## config.mk

```make
export PLATFORM = sky130hd
export DESIGN_NAME = spi_mem_arbiter
export DESIGN_NICKNAME = d
export VERILOG_FILES = /design/src/rtl/spi_mem_pkg.sv /design/src/rtl/spi_mem_arbiter.sv
export SDC_FILE = /design/constraint.sdc
export NUM_CORES = 1
export LEC_CHECK = 0
export CAP_MARGIN = 30
export CORE_MARGIN = 5
export CORE_UTILIZATION = 32
export CTS_CLUSTER_DIAMETER = 50
export CTS_CLUSTER_SIZE = 16
export DETAILED_ROUTE_END_ITERATION = 6
export GPL_TIMING_DRIVEN = 0
export PLACE_DENSITY = 0.61
export SYNTH_ARGS = -nofsm -noshare
export SYNTH_HDL_FRONTEND = slang
export SYNTH_SLANG_ARGS = --single-unit
```

## constraint.sdc

```tcl
create_clock -name clk_in -period 3 [get_ports clk_in]
set_input_delay 0.45 -clock clk_in [delete_from_list [all_inputs] [get_ports clk_in]]
set_output_delay 0.45 -clock clk_in [all_outputs]
set_load 0.02 [all_outputs]
```

## src/rtl/spi_mem_pkg.sv

```systemverilog
// spi_mem_pkg: shared types for the SPI flash read arbiter
package spi_mem_pkg;
   typedef enum logic [1:0] {IDLE, ISSUE, WAIT, DONE} arb_state_t;
   typedef enum logic {PORT_IF, PORT_D} port_t;
   localparam int WORD_TAG_W = 15;
endpackage

```

## src/rtl/spi_mem_arbiter.sv

```systemverilog
// spi_mem_arbiter: shares one SPI flash read engine between fetch and data ports, with a one-word read buffer
// Ports: clk_in/reset_n_in (sync, active-low); if_* fetch port and d_* data port (req/addr in, data/valid out);
// flush_in invalidates the buffer; mem_* connect to the flash controller (addr/addr_valid out, data/data_valid/busy in).
module spi_mem_arbiter
   import spi_mem_pkg::*;
#(
   parameter int STARVE_LIMIT = 4
) (
   input  logic        clk_in,
   input  logic        reset_n_in,
   input  logic        if_req_in,
   input  logic [15:0] if_addr_in,
   output logic [15:0] if_data_out,
   output logic        if_valid_out,
   input  logic        d_req_in,
   input  logic [15:0] d_addr_in,
   output logic [15:0] d_data_out,
   output logic        d_valid_out,
   input  logic        flush_in,
   output logic [15:0] mem_addr_out,
   output logic        mem_addr_valid_out,
   input  logic [15:0] mem_data_in,
   input  logic        mem_data_valid_in,
   input  logic        mem_busy_in
);
   localparam logic [3:0] LIMIT = 4'(STARVE_LIMIT);
   arb_state_t state, state_nx;
   port_t port;
   logic [WORD_TAG_W-1:0] tag, buf_tag, sel_tag;
   logic [15:0] buf_data;
   logic buf_valid, if_win, grant, hit, fill, unused_addr_lsb;
   logic [3:0] starve_cnt;
   // data port wins unless the fetch port has been passed over STARVE_LIMIT times in a row
   assign if_win = if_req_in && (!d_req_in || starve_cnt == LIMIT);
   assign grant = if_req_in || d_req_in;
   assign sel_tag = if_win ? if_addr_in[15:1] : d_addr_in[15:1];
   assign hit = buf_valid && buf_tag == sel_tag;
   assign fill = state == WAIT && mem_data_valid_in;
   assign mem_addr_out = {tag, 1'b0};
   assign unused_addr_lsb = if_addr_in[0] ^ d_addr_in[0];
   always_ff @(posedge clk_in)
      state <= !reset_n_in ? IDLE : state_nx;
   always_comb begin
      state_nx = state;
      mem_addr_valid_out = 1'b0;
      if_valid_out = 1'b0;
      d_valid_out = 1'b0;
      case (state)
         IDLE: state_nx = !grant ? IDLE : hit ? DONE : ISSUE;
         ISSUE: begin
            mem_addr_valid_out = !mem_busy_in;
            state_nx = mem_busy_in ? ISSUE : WAIT;
         end
         WAIT: state_nx = mem_data_valid_in ? DONE : WAIT;
         DONE: begin
            if_valid_out = port == PORT_IF;
            d_valid_out = port == PORT_D;
            state_nx = IDLE;
         end
         default: state_nx = IDLE;
      endcase
   end
   always_ff @(posedge clk_in) begin
      if (!reset_n_in) begin
         port <= PORT_IF;
         tag <= '0;
         buf_tag <= '0;
         buf_data <= '0;
         buf_valid <= 1'b0;
         starve_cnt <= '0;
         if_data_out <= '0;
         d_data_out <= '0;
      end else begin
         if (state == IDLE && grant) begin
            port <= if_win ? PORT_IF : PORT_D;
            tag <= sel_tag;
            if (hit && if_win) if_data_out <= buf_data;
            if (hit && !if_win) d_data_out <= buf_data;
         end
         if (fill) begin
            if (port == PORT_IF) if_data_out <= mem_data_in;
            else d_data_out <= mem_data_in;
            buf_data <= mem_data_in;
            buf_tag <= tag;
         end
         // flush beats a same-cycle fill: the port still gets its data but the buffer stays invalid
         buf_valid <= flush_in ? 1'b0 : fill ? 1'b1 : buf_valid;
         starve_cnt <= (!if_req_in || (state == IDLE && if_win)) ? '0 :
                       (state == IDLE && grant && starve_cnt != LIMIT) ? starve_cnt + 4'd1 : starve_cnt;
      end
   end
endmodule

```

==> metrics.yaml <==
clkTransAtPathRegs_ps: 70
avgSynthCellArea_um2: 8.199
synth_fp_nets: 607
io_pins: 106
rsz0062_at_grt: "true"
finalSetupTns_ps: 0
grt_overflow: 0
seqPwrFrac_pct: 39.9
antenna_found_initial: 0
met3RoutedLength_um: 1464
synth_common_cells: "86 x dfxtp_1, 70 x nand2_1, 56 x o31ai_1, 45 x clkbuf_1, 36 x nand4_1"
max_slew_margin_pct: 58.41
yosys.area_share.simple_pct: 21.75
post_drt_wl_per_cell_um: 19.11
clk_path_buf_depth: 2
worstPathMaxFanout: 10
drtPass1Iterations: 7
synth.ff_latch_count: 86
antenna_left: 0
ir_drop_mv: 0.2710
worstPathRequired_ps: 3260
worst_slew_pin_slew_ps: 621.5
setup_violations: 0
numClockSinks: 86
netSwitchingFraction_pct: 27.12
max_freq_ghz: 0.3454
drv_cap: 0
gp_congestion: 0.9078
pre_cts_ws_ps: -550.2
cts_tree: "done"
synth-main-ff-cell: "dfxtp_1"
synthAdderAreaFrac_pct: 0.5549
async_flop_share_pct: 0
antenna_cells: 0
clockPowerShare_pct: 42.1
clk_latency_ps: 350
synth_top_family_by_area: "compound AO/OA/AOI/OAI gates"
root_buffer: "clkbuf_16"
status: "completed"
synth_top_area_cell: "dfxtp_1"
layout.nets: 722
postRouteWirelength_um: 16240
dr_total_vias: 4803
r2r_slack_ps: 110
drtIter0Drc: 424
synth_edf_count: 0
p_per_area_nw_per_um2: 505.0
netlist_area_um2: 4509
report.final.slew_viol_count: 0
dr_wl_met2_um: 7317
hp-class: "register to register"
period_minus_slack_ps: 2895
final_util_pct: 44.53
dieWidth_um: 128.7
grt_pass1_wl_um: 25430
switching_power_uw: 843.2
yosysMostFrequentCell: "dfxtp_1"
wl_met1_um: 7139
p_leak_uw: 0.002139
ys_types: 45
synthMuxAreaShare_pct: 1.998
core_area_um2: 13830
p_int_uw: 2266
combPwrFrac_pct: 17.9
cts_buffers: 9
ys_seq_area_share_pct: 38.18
finalWorstSetupSlack_ps: 105.2
yosys-top-cells-area: "dfxtp_1 38%, o31ai_1 9.3%, nand2_1 5.8%"
grt_pass1_vias: 4671
finalHoldViolations: 0
total_power_uw: 3109
synth_top_area_share_pct: 38.18
top_layer: "met4"
grt_max_degree: 15
num_rows: 43
port_buffers: 101
htree_levels: 3
dieArea_um2: 16570
synth-compound-area-share_pct: 27.75
dp_hpwl_um: 12330
synthCells: 550
drive_gt1_share_pct: 6.866
synth_xor_area_share_pct: 2.719
start_kind: "register"
drc: 0
syn_to_final_growth_pct: 36.54
routed_via_density: 5.651
initial_core_util_pct: 32.61
period_share_pct: 96.49
grt_use_total_pct: 19.49
fillCellCount: 1355
crit_path_end_kind: "register"
cts_hold_repair.buffers: 0
arrival_ps: 3150
yosysWarnings: 0
worst_clock_skew_ps: 7.912
worstSetupPathType: "register to register"
fp.dieH_um: 128.7
## critical path: stages (launching register included)
cell	delay, ps
dfxtp_1	350
inv_1	80
ha_1	150
nand3b_1	160
a21boi_2	250
buf_6	200
mux2i_2	280
o221a_2	220
buf_2	210
buf_4	230
nand4_1	120
or3_1	360
a31oi_1	200
## state kept, by name (all words and copies together) (netlist names)
| signal | cells |
|---|---|
| tag | 15 |
| buf_data | 16 |
| starve_cnt | 4 |
| if_data_out | 16 |
| state | 2 |
| port | 1 |
| buf_valid | 1 |
| d_data_out | 16 |
| buf_tag | 15 |
## path summary, 6_finish.rpt
| kind | from | end | cells after the start |
|---|---|---|---|
| worst min register to register | buf_tag[3] | buf_tag[3] | 2 |
| worst max-delay path | starve_cnt[0] | if_data_out[12] | 12 |
| worst min-delay path | buf_tag[3] | buf_tag[3] | 2 |
| worst max register to register | starve_cnt[0] | if_data_out[12] | 12 |
## area by class of cell
cell class                 instances  area (µm²)  area share [%]
buffer                            59       275.3           4.471
clock buffer                      10       239.0           3.881
clock inverter                     6       108.9           1.768
inverter                          15       56.30          0.9144
multi-input combinational        390        2497           40.56
sequential                        86        1722           27.96
tap                              180       225.2           3.658
timing repair buffer             104        1033           16.79
## what timing repair did
| item | CTS | global route |
|---|---|---|
| buffers inserted | 2 | 1 |
| setup endpoints to repair | 26 | 33 |
| endpoints found under the hold margin | 0 | 0 |
| resized for setup | 8 | 11 |
| pin swaps | 1 | 1 |
## placed cells by master, fill, tap and decap left out, types with 9 or more instances in the layout
cell / n
a21boi_0: 20
a31oi_1: 32
clkbuf_1: 40
clkbuf_16: 9
clkdlybuf4s50_1: 101
dfxtp_1: 86
inv_1: 15
nand2_1: 70
nand3_1: 9
nand4_1: 36
nor2_1: 33
o211a_1: 18
o21ai_0: 20
o31ai_1: 56
or3_1: 32
## stage by stage
stage	area (µm²)	hold WS [ps]	cells
2_1_floorplan	4509	443.5	550
3_3_place_gp	5746	456.6	831
3_5_place_dp	5746	460.5	831
4_1_cts	6131	469.7	849
5_1_grt	6157	505.9	850
6_report	6157	467.2	850
## power groups by stage
stage / Combinational, µW / Sequential (µW) / Clock, µW
after floorplan: 241 / 1300 / 0
after global placement: 534 / 1260 / 0
after detailed placement: 541 / 1270 / 0
after CTS: 548 / 1240 / 1320
after global routing: 594 / 1250 / 1380
final: 558 / 1240 / 1310
## per-layer routing
metal	vias up	GRT usage, %
met4	0	7.165
met2	234	30.49
li1	2271	-
met1	2273	26.57
met5	-	0
met3	25	3.985
## cell families (layout without fill, tap and decap cells)
family / Yosys count / after routing
simple gates: 198 / 198
other cells: 1 / 1
xor+xnor: 14 / 14
mux: 9 / 9
flops: 86 / 86
fa+ha+maj: 2 / 2
compound gates: 166 / 166
buf+inv: 74 / 194
No activity file was read; power rests on OpenSTA's default activity.
